[src/rtl/mem_pkg.sv]
// Shared types and constants for the memory arbiter: FSM states, controller
// op encodings and client index assignments.
package mem_pkg;

  typedef enum logic [1:0] {
    IDLE  = 2'd0,
    ISSUE = 2'd1,
    WAIT  = 2'd2,
    DONE  = 2'd3
  } state_t;

  localparam logic [1:0] OP_NONE  = 2'b00;
  localparam logic [1:0] OP_READ  = 2'b01;
  localparam logic [1:0] OP_WRITE = 2'b10;

  localparam int REQ_SPART = 0;
  localparam int REQ_CPU   = 1;
  localparam int REQ_AUDIO = 2;

endpackage

[src/rtl/mem_arbiter_rr_pick.sv]
// Combinational round-robin selector: first requester at or after ptr_i,
// searching upward with wrap-around.
module rr_pick #(
  parameter int N  = 3,
  parameter int IW = (N > 1) ? $clog2(N) : 1
) (
  input  logic [N-1:0]  req_i,
  input  logic [IW-1:0] ptr_i,
  output logic [N-1:0]  gnt_o,
  output logic [IW-1:0] idx_o,
  output logic          any_o
);

  always_comb begin
    gnt_o = '0;
    idx_o = '0;
    any_o = 1'b0;
    for (int off = 0; off < N; off++) begin
      if (!any_o && req_i[(int'(ptr_i) + off) % N]) begin
        any_o = 1'b1;
        idx_o = IW'((int'(ptr_i) + off) % N);
        gnt_o[(int'(ptr_i) + off) % N] = 1'b1;
      end
    end
  end

endmodule

[src/rtl/mem_arbiter.sv]
// Round-robin arbiter granting the SDRAM controller word port to SPART, CPU
// and audio; sequences issue/busy/completion with an issue timeout.
module mem_arbiter
  import mem_pkg::*;
#(
  parameter int NUM_REQ = 3,
  parameter int ADDR_W  = 32,
  parameter int DATA_W  = 32,
  parameter int TIMEOUT = 15,
  localparam int IDX_W  = (NUM_REQ > 1) ? $clog2(NUM_REQ) : 1
) (
  input  logic                      clk,
  input  logic                      rst,
  input  logic [NUM_REQ-1:0]        req,
  input  logic [NUM_REQ-1:0]        we,
  input  logic [NUM_REQ*ADDR_W-1:0] addr,
  input  logic [NUM_REQ*DATA_W-1:0] wdata,
  output logic [NUM_REQ-1:0]        ack,
  output logic                      err,
  output logic [DATA_W-1:0]         rdata,
  output logic [1:0]                mc_op,
  output logic [ADDR_W-1:0]         mc_addr,
  output logic [DATA_W-1:0]         mc_wdata,
  input  logic [1:0]                mc_busy,
  input  logic [DATA_W-1:0]         mc_rdata,
  output state_t                    dbg_state,
  output logic [IDX_W-1:0]          dbg_rr_ptr
);

  // Handshake: a client holds req (with stable we/addr/wdata) until it sees its
  // one-cycle ack; req still high on the edge after ack counts as a new request.

  localparam int CNT_W = $clog2(TIMEOUT);

  state_t             state_q, state_d;
  logic [IDX_W-1:0]   rr_q, rr_d;
  logic [IDX_W-1:0]   owner_q, owner_d;
  logic               we_q, we_d;
  logic               tout_q, tout_d;
  logic [CNT_W-1:0]   cnt_q, cnt_d;
  logic [NUM_REQ-1:0] ack_q, ack_d;
  logic               err_q, err_d;
  logic [DATA_W-1:0]  rdata_q, rdata_d;
  logic [1:0]         op_q, op_d;
  logic [ADDR_W-1:0]  maddr_q, maddr_d;
  logic [DATA_W-1:0]  mwdata_q, mwdata_d;

  logic [NUM_REQ-1:0] pick_gnt;
  logic [IDX_W-1:0]   pick_idx;
  logic               pick_any;
  logic               busy;
  logic               timeout_hit;
  logic               grant;

  rr_pick #(.N(NUM_REQ), .IW(IDX_W)) u_pick (
    .req_i (req),
    .ptr_i (rr_q),
    .gnt_o (pick_gnt),
    .idx_o (pick_idx),
    .any_o (pick_any)
  );

  assign busy        = (mc_busy != 2'b00);
  assign timeout_hit = (cnt_q == CNT_W'(TIMEOUT - 1));
  // Foreign controller traffic seen in IDLE holds off a new grant.
  assign grant       = pick_any && !busy;

  always_ff @(posedge clk or posedge rst) begin
    if (rst) state_q <= IDLE;
    else     state_q <= state_d;
  end

  always_comb begin
    state_d = state_q;
    unique case (state_q)
      IDLE:    if (grant) state_d = ISSUE;
      ISSUE: begin
        if (busy)             state_d = WAIT;
        else if (timeout_hit) state_d = DONE;
      end
      WAIT:    if (!busy) state_d = DONE;
      DONE:    state_d = IDLE;
      default: state_d = IDLE;
    endcase
  end

  always_comb begin
    rr_d     = rr_q;
    owner_d  = owner_q;
    we_d     = we_q;
    tout_d   = tout_q;
    cnt_d    = cnt_q;
    ack_d    = '0;
    err_d    = 1'b0;
    rdata_d  = rdata_q;
    op_d     = op_q;
    maddr_d  = maddr_q;
    mwdata_d = mwdata_q;
    unique case (state_q)
      IDLE: begin
        op_d = OP_NONE;
        if (grant) begin
          owner_d  = pick_idx;
          we_d     = |(we & pick_gnt);
          maddr_d  = addr[int'(pick_idx)*ADDR_W +: ADDR_W];
          mwdata_d = wdata[int'(pick_idx)*DATA_W +: DATA_W];
          op_d     = (|(we & pick_gnt)) ? OP_WRITE : OP_READ;
          tout_d   = 1'b0;
          cnt_d    = '0;
        end
      end
      ISSUE: begin
        if (busy) begin
          op_d = OP_NONE;
        end else if (timeout_hit) begin
          op_d   = OP_NONE;
          tout_d = 1'b1;
        end else begin
          cnt_d = cnt_q + 1'b1;
        end
      end
      WAIT: op_d = OP_NONE;
      DONE: begin
        ack_d[owner_q] = 1'b1;
        if (tout_q) begin
          err_d   = 1'b1;
          rdata_d = '0;
        end else if (!we_q) begin
          rdata_d = mc_rdata;
        end
        rr_d = (owner_q == IDX_W'(NUM_REQ - 1)) ? '0 : owner_q + 1'b1;
      end
      default: op_d = OP_NONE;
    endcase
  end

  always_ff @(posedge clk or posedge rst) begin
    if (rst) begin
      rr_q     <= '0;
      owner_q  <= '0;
      we_q     <= 1'b0;
      tout_q   <= 1'b0;
      cnt_q    <= '0;
      ack_q    <= '0;
      err_q    <= 1'b0;
      rdata_q  <= '0;
      op_q     <= OP_NONE;
      maddr_q  <= '0;
      mwdata_q <= '0;
    end else begin
      rr_q     <= rr_d;
      owner_q  <= owner_d;
      we_q     <= we_d;
      tout_q   <= tout_d;
      cnt_q    <= cnt_d;
      ack_q    <= ack_d;
      err_q    <= err_d;
      rdata_q  <= rdata_d;
      op_q     <= op_d;
      maddr_q  <= maddr_d;
      mwdata_q <= mwdata_d;
    end
  end

  assign ack        = ack_q;
  assign err        = err_q;
  assign rdata      = rdata_q;
  assign mc_op      = op_q;
  assign mc_addr    = maddr_q;
  assign mc_wdata   = mwdata_q;
  assign dbg_state  = state_q;
  assign dbg_rr_ptr = rr_q;

endmodule

[config.mk]
export PLATFORM = sky130hd
export DESIGN_NAME = mem_arbiter
export DESIGN_NICKNAME = d
export VERILOG_FILES = /design/src/rtl/mem_pkg.sv /design/src/rtl/mem_arbiter_rr_pick.sv /design/src/rtl/mem_arbiter.sv
export SDC_FILE = /design/constraint.sdc
export NUM_CORES = 1
export LEC_CHECK = 0
export ABC_AREA = 0
export CAP_MARGIN = 10
export CORE_AREA = 2 2 132 134
export DETAILED_ROUTE_END_ITERATION = 8
export DIE_AREA = 0 0 134 136
export PLACE_DENSITY = 0.76
export RECOVER_POWER = 100
export SYNTH_ARGS = -nofsm -noshare
export SYNTH_HDL_FRONTEND = slang
export SYNTH_HIERARCHICAL = 1
export SYNTH_SLANG_ARGS = --single-unit
[constraint.sdc]
create_clock -name clk -period 4.9 [get_ports clk]
set_clock_uncertainty 0.15 [all_clocks]
set_input_delay 0.735 -clock clk [delete_from_list [all_inputs] [get_ports clk]]
set_output_delay 0.735 -clock clk [all_outputs]
set_load 0.02 [all_outputs]
==> flow_summary_export.csv, run 1 <==
group,metric,value,unit
global_routing,antenna_found_initial,0,
layout,fin_area,0.01008,sq mm
clock_tree,clk_latency,410,ps
place,io_buffers,339,
detailed_routing,wl_per_cell,17.85,microns
worst_setup_path,cp.required,4990,ps
die,core-area,0.01688,sq mm
place,place_inst,1103,
global_routing,grtUsageTotal,22.00,%
die,ioPinCount,340,
layout,final_nets,1142,
place,gp_congestion,0.8215,
detailed_routing,routed_wl,20.24,mm
place,dpl_worst_slack,1258,ps
yosys,synth_area_leaders,"dfrtp_1 (47%), mux2i_1 (11%), a2bb2oi_1 (9.2%)",
global_routing,grt_start_max_net_pins,71,
clock_tree,clk_transition_reported_paths,50,ps
die,num_rows,48,
die,dieArea,0.01822,sq mm
clock_tree,tritoncts,"yes",
min_path,min_path_type,"reg -> reg",
die,die_w,134,microns
timing,worst_pin_slew,2142,ps
yosys,synth_nets,818,
yosys,ys_ff_latch,114,
yosys,synth_flop_cell,"dfrtp_1",
clock_tree,cts_sinks,114,
clock_tree,cts_resized,0,
timing,fmax,287.7,MHz
yosys,syn_area,0.006080,sq mm
layout,final_layout_size_suffix_gt1_share,5.831,%
yosys,synth_cell_types,54,
yosys,synth-edff-count,0,
clock_tree,cts_buffer_depth,2,
yosys,ys.warnings.count,6,
power_and_ir_drop,leakage,4.401,nW
place,hpwl,15.08,mm
power_and_ir_drop,ir_drop,0.4167,mV
yosys,ys_seq_area_share,46.92,%
detailed_routing,vias,5785,
clock_tree,post_cts_buffers,0,
worst_setup_path,r2r_setup_slack,1530,ps
layout,fillers,1457,
timing,finalSetupViolCount,0,
worst_setup_path,path_max_fanout,46,
worst_setup_path,cp-end-kind,"flop",
detailed_routing,ant_nets,0,
layout,syn_to_final_growth,65.82,%
detailed_routing,drt_iter0_markers,293,
layout,final_common_cell,"clkdlybuf4s50_1",
clock_tree,cts.hold.buffers_added,0,
global_routing,grt.overflow.total,0,
worst_setup_path,crit_type,"in -> reg",
yosys,netlist_instances,573,
yosys,syn_avg_cell_area,10.61,sq um
outcome,status,"finished with violations",
run,maxCapViolCount,2,
place,placed_area,0.009593,sq mm
yosys,synth_top_area_cell,"dfrtp_1",
power_and_ir_drop,power_density,627.1,mW/mm^2
timing,hold_slack,319.9,ps
detailed_routing,drc,0,
timing,drv_slew,83,
timing,finalCritPeriodShare,70.94,%
timing,slew-limit-headroom,-43.57,%
detailed_routing,firstDrtPassIters,4,
layout,diodes,0,
yosys,netlist.area_leader.share,46.92,%
worst_setup_path,cp_data_arrival_time,3560,ps
yosys,async_flop_share,100.0,%
global_routing,grt_pass1_vias,5824,
clock_tree,root_buffer,"clkbuf_16",
outcome,violations,"capacitance limit, slew limit",
detailed_routing,viasPerCell,5.101,
layout,layout_common_cells,"clkdlybuf4s50_1 (231), dfrtp_1 (114), dlygate4sd3_1 (108)",
die,fp.dieH,136,microns
timing,fin_crit,3476,ps
layout,fin_cells,1134,
clock_tree,cts_inserted_buffers,17,
global_routing,grt_pass1_wl,31.13,mm
timing,setup_tns,0,ps
clock_tree,cts_max_level,4,
timing,finalHoldViolCount,0,
die,start_util,36.02,%
timing,rsz0062_at_grt,"no",
timing,timing.final.ws_setup,1424,ps
worst_setup_path,crit_path_start_kind,"input pin",
cell families (layout without fill, tap and decap cells):
| group | count (synthesis) | after routing | share of synthesized area [%] |
|---|---|---|---|
| muxes | 72 | 72 | 12.35 |
| adders and majority gates | 11 | 11 | 2.264 |
| and+or+nand+nor | 116 | 116 | 9.118 |
| AOI/OAI and AO/OA | 200 | 200 | 23.71 |
| buffers and inverters | 60 | 396 | 5.639 |
| DFF | 114 | 114 | 46.92 |
worst paths after layout:
path                                            from                  endpoint  cells past startpoint
min                         mc_wdata[11]$_DFFE_PP0P_  mc_wdata[11]$_DFFE_PP0P_                      2
max reg2reg                dbg_rr_ptr[1]$_DFFE_PP0P_  mc_wdata[22]$_DFFE_PP0P_                     10
min in group asynchronous                        rst     rdata[20]$_DFFE_PP0P_                      2
min reg2reg                 mc_wdata[11]$_DFFE_PP0P_  mc_wdata[11]$_DFFE_PP0P_                      2
max                                           req[1]  mc_wdata[22]$_DFFE_PP0P_                      9
max in group asynchronous                        rst      cnt_q[2]$_DFFE_PP0P_                      3
synth_stat cells (8+ instances only):
master / n
dfrtp_1: 114
a21oi_1: 10
a2bb2oi_1: 64
ha_1: 11
o21ai_0: 48
clkbuf_1: 8
nand2_1: 75
inv_1: 14
nor2_1: 10
a22o_1: 32
buf_2: 24
o21ai_1: 20
mux2i_1: 66
power by group:
group / switching [mW] / internal, mW
sequential: 0.227 / 1.35
clock: 0.422 / 0.713
combinational: 1.92 / 1.68
total: 2.57 / 3.75
final cells by class:
type,instances,area [sq um],share of cell area [%]
Timing Repair Buffer,351,3475,34.47
Multi-Input combinational cell,399,2873,28.50
Sequential cell,114,2853,28.30
Clock buffer,20,456.7,4.530
Tap cell,225,281.5,2.793
Clock inverter,11,88.84,0.8812
Inverter,14,53.80,0.5337
stage by stage:
step	power, mW	utilization [%]
final	6.322	59.73
after global routing	6.724	59.73
after CTS	6.590	60.08
after detailed placement	5.425	56.84
after global placement	5.356	56.84
after floorplan	4.011	-
per-layer routing:
layer  track usage [%]  wire (microns)
met5                 0               0
met4             9.043             603
met3             6.376            1555
met2             37.29            9884
met1             26.27            8198
sequential cells by signal, indices dropped and copies added (netlist names):
register    cells
ack             3
cnt_q           4
dbg_rr_ptr      2
dbg_state       2
err             1
mc_addr        32
mc_op           2
mc_wdata       32
owner_q         2
rdata          32
tout_q          1
we_q            1
worst max-delay path, cell delays in order:
cell and delay [ps]:
dlygate4sd3_1 670, mux2i_1 180, mux2i_1 400, mux2i_1 190
nor2_4 120, buf_4 620, mux2i_1 270, a2bb2oi_1 210
o21ai_0 110
No activity file was read; power rests on OpenSTA's default activity.
==> inputs of run 2 (changes only) <==
clock period = 3.4 ns   (was 4.9 ns; I/O delays follow)
==> run 2 against run 1 <==
Net effect:
- the run still ends with capacitance limit, slew limit left
- register-to-register slack got worse by 1200 ps
- first-iteration DRC count fell by 7.5%
- utilization increased by 0.84 points
- worst hold slack lost 0.54 ps
- largest power group unchanged
==> flow_summary_export.csv, run 2 (synthesized netlist as in run 1, its figures left out) <==
group,metric,value,unit
outcome,status,"finished with violations",
outcome,violations,"capacitance limit, slew limit",
clock_tree,clk_latency,420,ps
global_routing,grt.overflow.total,0,
layout,diodes,0,
clock_tree,root_buffer,"clkbuf_16",
die,ioPinCount,340,
place,dpl_worst_slack,267.6,ps
layout,fin_cells,1138,
timing,timing.final.ws_setup,358.5,ps
place,gp_congestion,0.8793,
detailed_routing,top_layer_used,"met4",
worst_setup_path,path_max_fanout,19,
worst_setup_path,r2r_setup_slack,360,ps
worst_setup_path,cp-end-kind,"flop",
layout,final_common_cell,"clkdlybuf4s50_1",
die,die_w,134,microns
layout,ff_latch_area,0.002853,sq mm
power_and_ir_drop,leakage,4.452,nW
timing,rsz0062_at_grt,"no",
layout,multi_input_area,0.002885,sq mm
clock_tree,clk_transition_reported_paths,50,ps
worst_setup_path,crit_start,"dbg_rr_ptr[0]$_DFFE_PP0P_",
layout,final_nets,1145,
clock_tree,cts_sinks,114,
place,placed_area,0.009679,sq mm
min_path,holdPathStages,2,
layout,fin_area,0.01022,sq mm
die,core-area,0.01688,sq mm
place,place_inst,1106,
die,start_util,36.02,%
detailed_routing,routed_wl,20.47,mm
min_path,min_path_type,"reg -> reg",
worst_setup_path,cp_data_arrival_time,3160,ps
global_routing,antenna_found_initial,0,
global_routing,grtUsageTotal,22.35,%
die,num_rows,48,
clock_tree,tritoncts,"yes",
timing,worst_pin_slew,1503,ps
timing,finalHoldViolCount,0,
worst_setup_path,cp.required,3520,ps
detailed_routing,drt_iter0_markers,271,
detailed_routing,vias,5742,
layout,layout_common_cells,"clkdlybuf4s50_1 (232), dfrtp_1 (114), dlygate4sd3_1 (107)",
detailed_routing,firstDrtPassIters,6,
timing,finalCritPeriodShare,89.46,%
worst_setup_path,crit_path_start_kind,"flop",
global_routing,grt_start_max_net_pins,62,
die,fp.dieH,136,microns
detailed_routing,viasPerCell,5.046,
worst_setup_path,crit_type,"reg -> reg",
die,dieArea,0.01822,sq mm
clock_tree,cts_inserted_buffers,17,
detailed_routing,ant_nets,0,
detailed_routing,drc,0,
power_and_ir_drop,ir_drop,0.6092,mV
clock_tree,cts_resized,0,
clock_tree,post_cts_buffers,0,
clock_tree,cts_buffer_depth,2,
global_routing,grt_pass1_vias,5727,
layout,syn_to_final_growth,68.14,%
timing,finalSetupViolCount,0,
worst_setup_path,ff2ff_path_depth,10,
min_path,min-delay-start,"mc_addr[10]$_DFFE_PP0P_",
run,maxCapViolCount,1,
timing,drv_slew,61,
layout,fillers,1403,
timing,fin_crit,3042,ps
layout,final_layout_size_suffix_gt1_share,6.353,%
clock_tree,cts.hold.buffers_added,0,
clock_tree,cts_max_level,4,
place,hpwl,15.43,mm
timing,fmax,328.8,MHz
timing,setup_tns,0,ps
detailed_routing,wl_per_cell,17.99,microns
worst_setup_path,r2r-start,"dbg_rr_ptr[0]$_DFFE_PP0P_",
detailed_routing,drt-met1-wl,8.040,mm
power_and_ir_drop,power_density,916.4,mW/mm^2
detailed_routing,met2_length,10.23,mm
global_routing,grt_pass1_wl,31.28,mm
timing,slew-limit-headroom,-0.1862,%
place,io_buffers,339,
detailed_routing,wl_met3,1.705,mm
-- run 2: layer usage --
metal	GRT usage [%]	vias up
met5	0	-
met4	8.688	0
met3	7.196	31
met2	38.15	246
met1	26.20	2682
li1	-	2783
-- run 2: final timing paths --
check	to
hold reg to reg	mc_addr[10]$_DFFE_PP0P_
min in group asynchronous	rdata[10]$_DFFE_PP0P_
hold / removal	mc_addr[10]$_DFFE_PP0P_
setup / recovery	mc_wdata[13]$_DFFE_PP0P_
setup reg to reg	mc_wdata[13]$_DFFE_PP0P_
max in group asynchronous	mc_op[1]$_DFFE_PP0P_
-- run 2: cell type report --
cell class / instances / share of cell area [%]
inverters: 14 / 0.5508
clock inverters: 13 / 1.567
flip-flops and latches: 114 / 27.91
repair buffers: 354 / 34.66
well taps: 225 / 2.754
multi-input cells: 399 / 28.23
clock buffers: 19 / 4.333
-- run 2: power breakdown --
group          total (mW)  leakage (nW)  switching, mW  internal [mW]
logic                5.27          2.71           2.77           2.50
clock network        1.82         0.293          0.648           1.17
registers            2.28          1.45          0.333           1.95
total                9.37          4.45           3.75           5.62
-- run 2: per-stage QoR --
step	utilization (%)	power, mW	hold slack, ps
detailed placement	57.35	7.901	318.9
floorplan	-	5.781	309.0
global route	60.57	9.970	339.4
CTS	60.93	9.752	330.6
global placement	57.35	7.801	309.3
finish	60.57	9.368	319.4
-- run 2: critical path, cell delays in order (launching register included) --
cell and delay (ps):
dfrtp_1 440, inv_1 90, ha_1 460, inv_1 120, o31ai_1 320, a21oi_1 170, nor2_4 230, buf_4 380
mux2i_1 250, a2bb2oi_1 170, o21ai_0 100
